==> config.mk <==
export PLATFORM = sky130hd
export DESIGN_NAME = gpio_serial_loader
export DESIGN_NICKNAME = d
export VERILOG_FILES = /design/src/rtl/gpio_serial_loader_pkg.sv /design/src/rtl/gpio_serial_phase_tmr.sv /design/src/rtl/gpio_serial_loader.sv
export SDC_FILE = /design/constraint.sdc
export NUM_CORES = 1
export LEC_CHECK = 0
export BUFFER_PORTS_ARGS = -buffer_cell sky130_fd_sc_hd__buf_2
export CAP_MARGIN = 20
export CORE_MARGIN = 4
export CORE_UTILIZATION = 50
export DETAILED_ROUTE_END_ITERATION = 8
export GPL_TIMING_DRIVEN = 0
export PLACE_DENSITY = 0.77
export SYNTH_ARGS = -nofsm -noshare
export SYNTH_HDL_FRONTEND = slang
export SYNTH_SLANG_ARGS = --single-unit
export TNS_END_PERCENT = 5
==> constraint.sdc <==
create_clock -name clk -period 1.9 [get_ports clk]
set_input_delay 0.38 -clock clk [delete_from_list [all_inputs] [get_ports clk]]
set_output_delay 0.38 -clock clk [all_outputs]
set_load 0.01 [all_outputs]
==> src/rtl/gpio_serial_loader_pkg.sv <==
// Shared definitions for the GPIO pad-configuration serial loader.
// Holds the per-pad word layout, the sequencer state encodings and a state-class helper.
package gpio_serial_loader_pkg;

  localparam int PAD_CTRL_BITS = 10;

  localparam int MGMT_EN  = 0;
  localparam int OE_OVR   = 1;
  localparam int IE       = 2;
  localparam int OE       = 3;
  localparam int SCHMITT  = 4;
  localparam int SLEW     = 5;
  localparam int PD       = 6;
  localparam int PU       = 7;
  localparam int DRIVE_LO = 8;
  localparam int DRIVE_HI = 9;

  typedef enum logic [2:0] {
    IDLE       = 3'd0,
    SHIFT_LO   = 3'd1,
    SHIFT_HI   = 3'd2,
    LOAD_SETUP = 3'd3,
    LOAD_HI    = 3'd4,
    FINISH     = 3'd5
  } loader_state_e;

  // States whose duration is measured by the phase timer
  function automatic logic timed_state(input loader_state_e s);
    case (s)
      SHIFT_LO, SHIFT_HI, LOAD_SETUP, LOAD_HI: timed_state = 1'b1;
      default:                                 timed_state = 1'b0;
    endcase
  endfunction

endpackage

==> src/rtl/gpio_serial_phase_tmr.sv <==
// Phase timer: counts CLK_DIV cycles per serial phase and flags the last cycle of each phase.
// Held at zero while clr is high so every timed state starts with a full phase.
module gpio_serial_phase_tmr #(
  parameter int CLK_DIV = 2
) (
  input  logic clk,
  input  logic resetn,
  input  logic clr,
  output logic phase_end
);

  localparam int PW = $clog2(CLK_DIV + 1);
  localparam logic [PW-1:0] LAST_CNT = PW'(CLK_DIV - 1);

  logic [PW-1:0] cnt_r;

  assign phase_end = !clr && (cnt_r == LAST_CNT);

  // Phase cycle counter, restarting at every phase boundary
  always_ff @(posedge clk) begin
    if (!resetn) begin
      cnt_r <= {PW{1'b0}};
    end else if (clr || phase_end) begin
      cnt_r <= {PW{1'b0}};
    end else begin
      cnt_r <= cnt_r + PW'(1);
    end
  end

endmodule

==> src/rtl/gpio_serial_loader.sv <==
// Sequencer that snapshots the per-pad config words, shifts them MSB-first down the
// gpio_control_block chain, then pulses serial_load so every block latches its word.
module gpio_serial_loader
  import gpio_serial_loader_pkg::*;
#(
  parameter int NUM_GPIO = 19,
  parameter int CLK_DIV  = 2
) (
  input  logic                              clk,
  input  logic                              resetn,
  input  logic [NUM_GPIO*PAD_CTRL_BITS-1:0] cfg_words,
  input  logic                              start,
  output logic                              busy,
  output logic                              done,
  output logic                              serial_clock,
  output logic                              serial_load,
  output logic                              serial_resetn,
  output logic                              serial_data_out
);

  localparam int N_BITS = NUM_GPIO * PAD_CTRL_BITS;
  localparam int BW     = $clog2(N_BITS + 1);
  localparam logic [BW-1:0] LAST_BIT = BW'(N_BITS - 1);

  loader_state_e     state_r;
  logic [N_BITS-1:0] shift_r;
  logic [BW-1:0]     bits_left_r;
  logic              phase_end_s;
  logic              phase_clr_s;

  assign phase_clr_s = !timed_state(state_r);

  gpio_serial_phase_tmr #(
    .CLK_DIV (CLK_DIV)
  ) u_phase_tmr (
    .clk       (clk),
    .resetn    (resetn),
    .clr       (phase_clr_s),
    .phase_end (phase_end_s)
  );

  // Transfer sequencer; outputs are set on the edge that enters each state
  always_ff @(posedge clk) begin
    if (!resetn) begin
      state_r         <= IDLE;
      shift_r         <= {N_BITS{1'b0}};
      bits_left_r     <= {BW{1'b0}};
      busy            <= 1'b0;
      done            <= 1'b0;
      serial_clock    <= 1'b0;
      serial_load     <= 1'b0;
      serial_data_out <= 1'b0;
      serial_resetn   <= 1'b0;
    end else begin
      serial_resetn <= 1'b1;
      done          <= 1'b0;
      case (state_r)
        IDLE: begin
          // The first bit goes out directly; the rest of the snapshot waits pre-shifted
          if (start) begin
            shift_r         <= {cfg_words[N_BITS-2:0], 1'b0};
            serial_data_out <= cfg_words[N_BITS-1];
            bits_left_r     <= LAST_BIT;
            busy            <= 1'b1;
            state_r         <= SHIFT_LO;
          end
        end
        SHIFT_LO: begin
          if (phase_end_s) begin
            serial_clock <= 1'b1;
            state_r      <= SHIFT_HI;
          end
        end
        SHIFT_HI: begin
          if (phase_end_s) begin
            serial_clock <= 1'b0;
            if (bits_left_r == {BW{1'b0}}) begin
              serial_data_out <= 1'b0;
              state_r         <= LOAD_SETUP;
            end else begin
              bits_left_r     <= bits_left_r - BW'(1);
              serial_data_out <= shift_r[N_BITS-1];
              shift_r         <= {shift_r[N_BITS-2:0], 1'b0};
              state_r         <= SHIFT_LO;
            end
          end
        end
        LOAD_SETUP: begin
          if (phase_end_s) begin
            serial_load <= 1'b1;
            state_r     <= LOAD_HI;
          end
        end
        LOAD_HI: begin
          if (phase_end_s) begin
            serial_load <= 1'b0;
            busy        <= 1'b0;
            done        <= 1'b1;
            state_r     <= FINISH;
          end
        end
        FINISH: begin
          state_r <= IDLE;
        end
        default: begin
          busy            <= 1'b0;
          serial_clock    <= 1'b0;
          serial_load     <= 1'b0;
          serial_data_out <= 1'b0;
          state_r         <= IDLE;
        end
      endcase
    end
  end

endmodule

==> impl_metrics.csv <==
group,metric,value,unit
synthesis,syn_nets,1178,
routing,wl_per_cell,17.22,µm
clock_tree,clockBufferDepth,3,
synthesis,ys.flop_type,"dfxtp_1",
sta,tightest_slew,0.7336,ns
synthesis,synth_commonest_cells,"208 x dfxtp_1, 199 x a21oi_1, 188 x mux2i_1",
routing,vias_per_cell,5.691,
worst_setup_path,crit_slowest_cell,"dfxtp_1",
worst_setup_path,crit_family,"simple AND/OR/NAND/NOR gates",
worst_setup_path,path_cells,"nor4_4 > nand4_1 > buf_4 > clkbuf_1 > a21oi_1 > a211oi_2",
sta,setup_viol,1,
worst_setup_path,r2r-start,"bits_left_r[2]",
routing,drt_iter0_markers,443,
layout,fill_cells,1541,
synthesis,async_flop_share,0,%
power,combPwrFrac,16.9,%
synthesis,yosysWarnings,0,
clock_tree,clock_sinks,208,
worst_setup_path,worstReg2RegEnd,"shift_r[164]",
synthesis,netlist_instances,982,
layout,diodes,0,
synthesis,ys_seq_area_share,42.51,%
sta,final.min_clock_period,1.909,ns
sta,report.final.hold_viol_count,0,
routing,vias,8440,
worst_setup_path,max_stage_delay,0.39,ns
worst_setup_path,end_kind,"flip-flop",
place,portBuffers,198,
global_route,grt_pass1_vias,8399,
global_route,grt-ovfl-total,0,
sta,worst_slack,-0.009482,ns
floorplanning,start_util,51.67,%
synthesis,synth.most_common_cell,"dfxtp_1",
worst_setup_path,crit_buf_inv,2,
clock_tree,clock-root-buffer,"clkbuf_16",
layout,area_growth,25.72,%
layout,num-nets-final,1406,
synthesis,synth-edff-count,0,
layout,fin_util,64.96,%
floorplanning,die_h,148.0,µm
flow_run,drv_cap,0,
place,place.gp.congestion,0.8586,
synthesis,synth-compound-area-share,28.22,%
synthesis,synth_xor_xnor_area_share,0.08942,%
synthesis,syn_area,9794,µm²
routing,detail-route-antenna-nets,0,
synthesis,syn_area_per_cell,9.974,µm²
sta,slew_headroom,51.09,%
power,switching_share,25.98,%
worst_setup_path,cp_max_fo,10,
synthesis,synth_top_family_by_area,"compound AO/OA/AOI/OAI gates",
floorplanning,dieArea,21890,µm²
clock_tree,tritoncts,"done",
power,worst_ir_drop_vdd,0.6840,mV
hold_path,min_from,"resetn",
power,p_switching,3.020,mW
layout,drive_gt1_share,32.95,%
routing,drc_errors,0,
place,dpl.hpwl,17.49,mm
outcome,violations,"negative setup slack",
synthesis,synthDominantCellAreaShare,42.51,%
worst_setup_path,r2r_slack,-0.009,ns
floorplanning,die_x,148.0,µm
worst_setup_path,crit_arrival,2.26,ns
global_route,grt_max_degree,13,
worst_setup_path,path_class,"reg2reg",
clock_tree,htreeDepth,1,
power,seqPwrFrac,43.7,%
sta,hold_slack,0.1334,ns
hold_path,whs_path_depth,1,
global_route,grt_pass1_wl,41.63,mm
synthesis,synthTopCellsByArea,"dfxtp_1 43%, mux2i_1 19%, a211oi_1 12%",
power,p_leak,4.488,nW
hold_path,min_to,"serial_resetn",
global_route,grt_use_total,22.23,%
floorplanning,core_area,18960,µm²
worst_setup_path,cp.required,2.25,ns
synthesis,synth-simple-area-share,3.028,%
synthesis,synth_seq_cells,208,
outcome,status,"finished, violations left",
synthesis,synth_largest_area_cell,"dfxtp_1",
sta,fin_worst_skew,0.009680,ns
sta,slew_viol_final,0,
sta,fmax,0.5237,GHz
global_route,antenna_found_initial,2,
power,pwr-share-clk,39.3,%
floorplanning,num_rows,50,
power,power_density,943.9,nW/µm²
synthesis,yosys.area_share.adder,0.3832,%
clock_tree,ctsHoldBuffers,0,
clock_tree,cts_buffers,24,
sta,post-route-period-util,100.5,%
power,p_int,8.602,mW
hold_path,worstHoldPathType,"in2reg",
sta,rsz0062_at_grt,"true",
synthesis,synth.area.mux_share,19.33,%
routing,dr.pass1.iters,6,
clock_tree,cts.clk_slew.worst_paths,0.06,ns
floorplanning,ios,199,
worst_setup_path,critPathLaunchType,"flip-flop",
synthesis,synth_cell_types,43,
clock_tree,insertion_delay,0.50,ns
routing,wl,25.54,mm
worst_setup_path,r2r_cells,6,
## layout make-up
| type | count | area (µm²) | area share [%] |
|---|---|---|---|
| Sequential cell | 208 | 4167 | 33.84 |
| Inverter | 5 | 18.77 | 0.1524 |
| Multi-Input combinational cell | 657 | 5151 | 41.84 |
| Clock inverter | 3 | 43.79 | 0.3557 |
| Tap cell | 260 | 325.3 | 2.642 |
| Timing Repair Buffer | 203 | 1041 | 8.454 |
| Clock buffer | 36 | 757.0 | 6.148 |
| Buffer | 111 | 809.5 | 6.575 |
## worst register-to-register path: cells and delay by family, from the launching register on
kind,cells,cell delay (ns)
AND/OR/NAND/NOR,2,0.61
buffers and inverters,2,0.44
flip-flops,1,0.39
AO/OA/AOI/OAI,2,0.32
## sequential cells by signal, summed over array words and instances, names as in the netlist
register	count
shift_r	189
bits_left_r	8
state_r	3
u_phase_tmr.cnt_r	2
busy	1
done	1
serial_clock	1
serial_data_out	1
serial_load	1
serial_resetn	1
## what timing repair did
action                                  4_1_cts  5_1_grt
pin swaps                                     2        2
hold endpoints to repair                      0        0
setup buffers                                 1        4
resized for setup                            45       88
endpoints found under the setup margin      194      193
## layout by cell type (no fill, tap or decap), types with 6 or more instances in the layout
cell type,instances
nor2_1,19
clkbuf_4,17
dfxtp_1,206
clkbuf_2,6
a211oi_2,43
a21oi_1,174
clkbuf_8,9
buf_6,28
clkbuf_1,28
buf_4,26
buf_2,208
mux2i_1,188
a211oi_1,149
clkbuf_16,25
a21oi_2,24
## cell families after synthesis
family / after synthesis
DFF: 208
and+or+nand+nor: 54
xor gates and xnor gates: 1
muxes: 189
AOI/OAI and AO/OA: 410
buffers and inverters: 117
adders and majority gates: 3
## power by group through the flow
stage | Combinational (mW) | Clock [mW] | Sequential [mW]
2_1_floorplan | 1.31 | 0 | 5.09
3_3_place_gp | 1.77 | 0 | 5.14
3_5_place_dp | 1.82 | 0 | 5.15
4_1_cts | 1.87 | 4.67 | 5.07
5_1_grt | 2.18 | 4.88 | 5.13
6_report | 1.97 | 4.57 | 5.08
## layer usage
| layer | up-vias | track usage, % | share of wire [%] |
|---|---|---|---|
| li1 | 4191 | - | - |
| met1 | 3956 | 31.07 | 45 |
| met2 | 247 | 35.49 | 47 |
| met3 | 42 | 5.028 | 7.0 |
| met4 | 4 | 4.619 | 1.6 |
| met5 | - | 0 | 0.11 |
## metrics by stage
stage / std cells / total power [mW] / instance area, µm² / worst slack [ns] / setup TNS (ns)
2_1_floorplan: 982 / 6.400 / 9794 / 0.06942 / 0
3_3_place_gp: 1440 / 6.905 / 11110 / -0.3469 / -44.40
3_5_place_dp: 1440 / 6.967 / 11110 / -0.3702 / -43.44
4_1_cts: 1479 / 11.60 / 12030 / -0.05084 / -0.1056
5_1_grt: 1483 / 12.19 / 12310 / -0.1347 / -9.297
6_report: 1483 / 11.62 / 12310 / -0.009482 / -0.009482
## how the worst max path moves through the flow
stage	start	end	slack, ns	cells past startpoint
2_1_floorplan	u_phase_tmr.cnt_r[1]	shift_r[187]	0.07	10
3_3_place_gp	bits_left_r[0]	shift_r[95]	-0.35	7
3_5_place_dp	bits_left_r[0]	shift_r[40]	-0.37	7
4_1_cts	state_r[0]	bits_left_r[5]	-0.05	5
5_1_grt	u_phase_tmr.cnt_r[1]	shift_r[164]	-0.13	8
6_report	bits_left_r[2]	shift_r[164]	-0.009	6
Note: power is estimated with default switching activity, not from simulation.
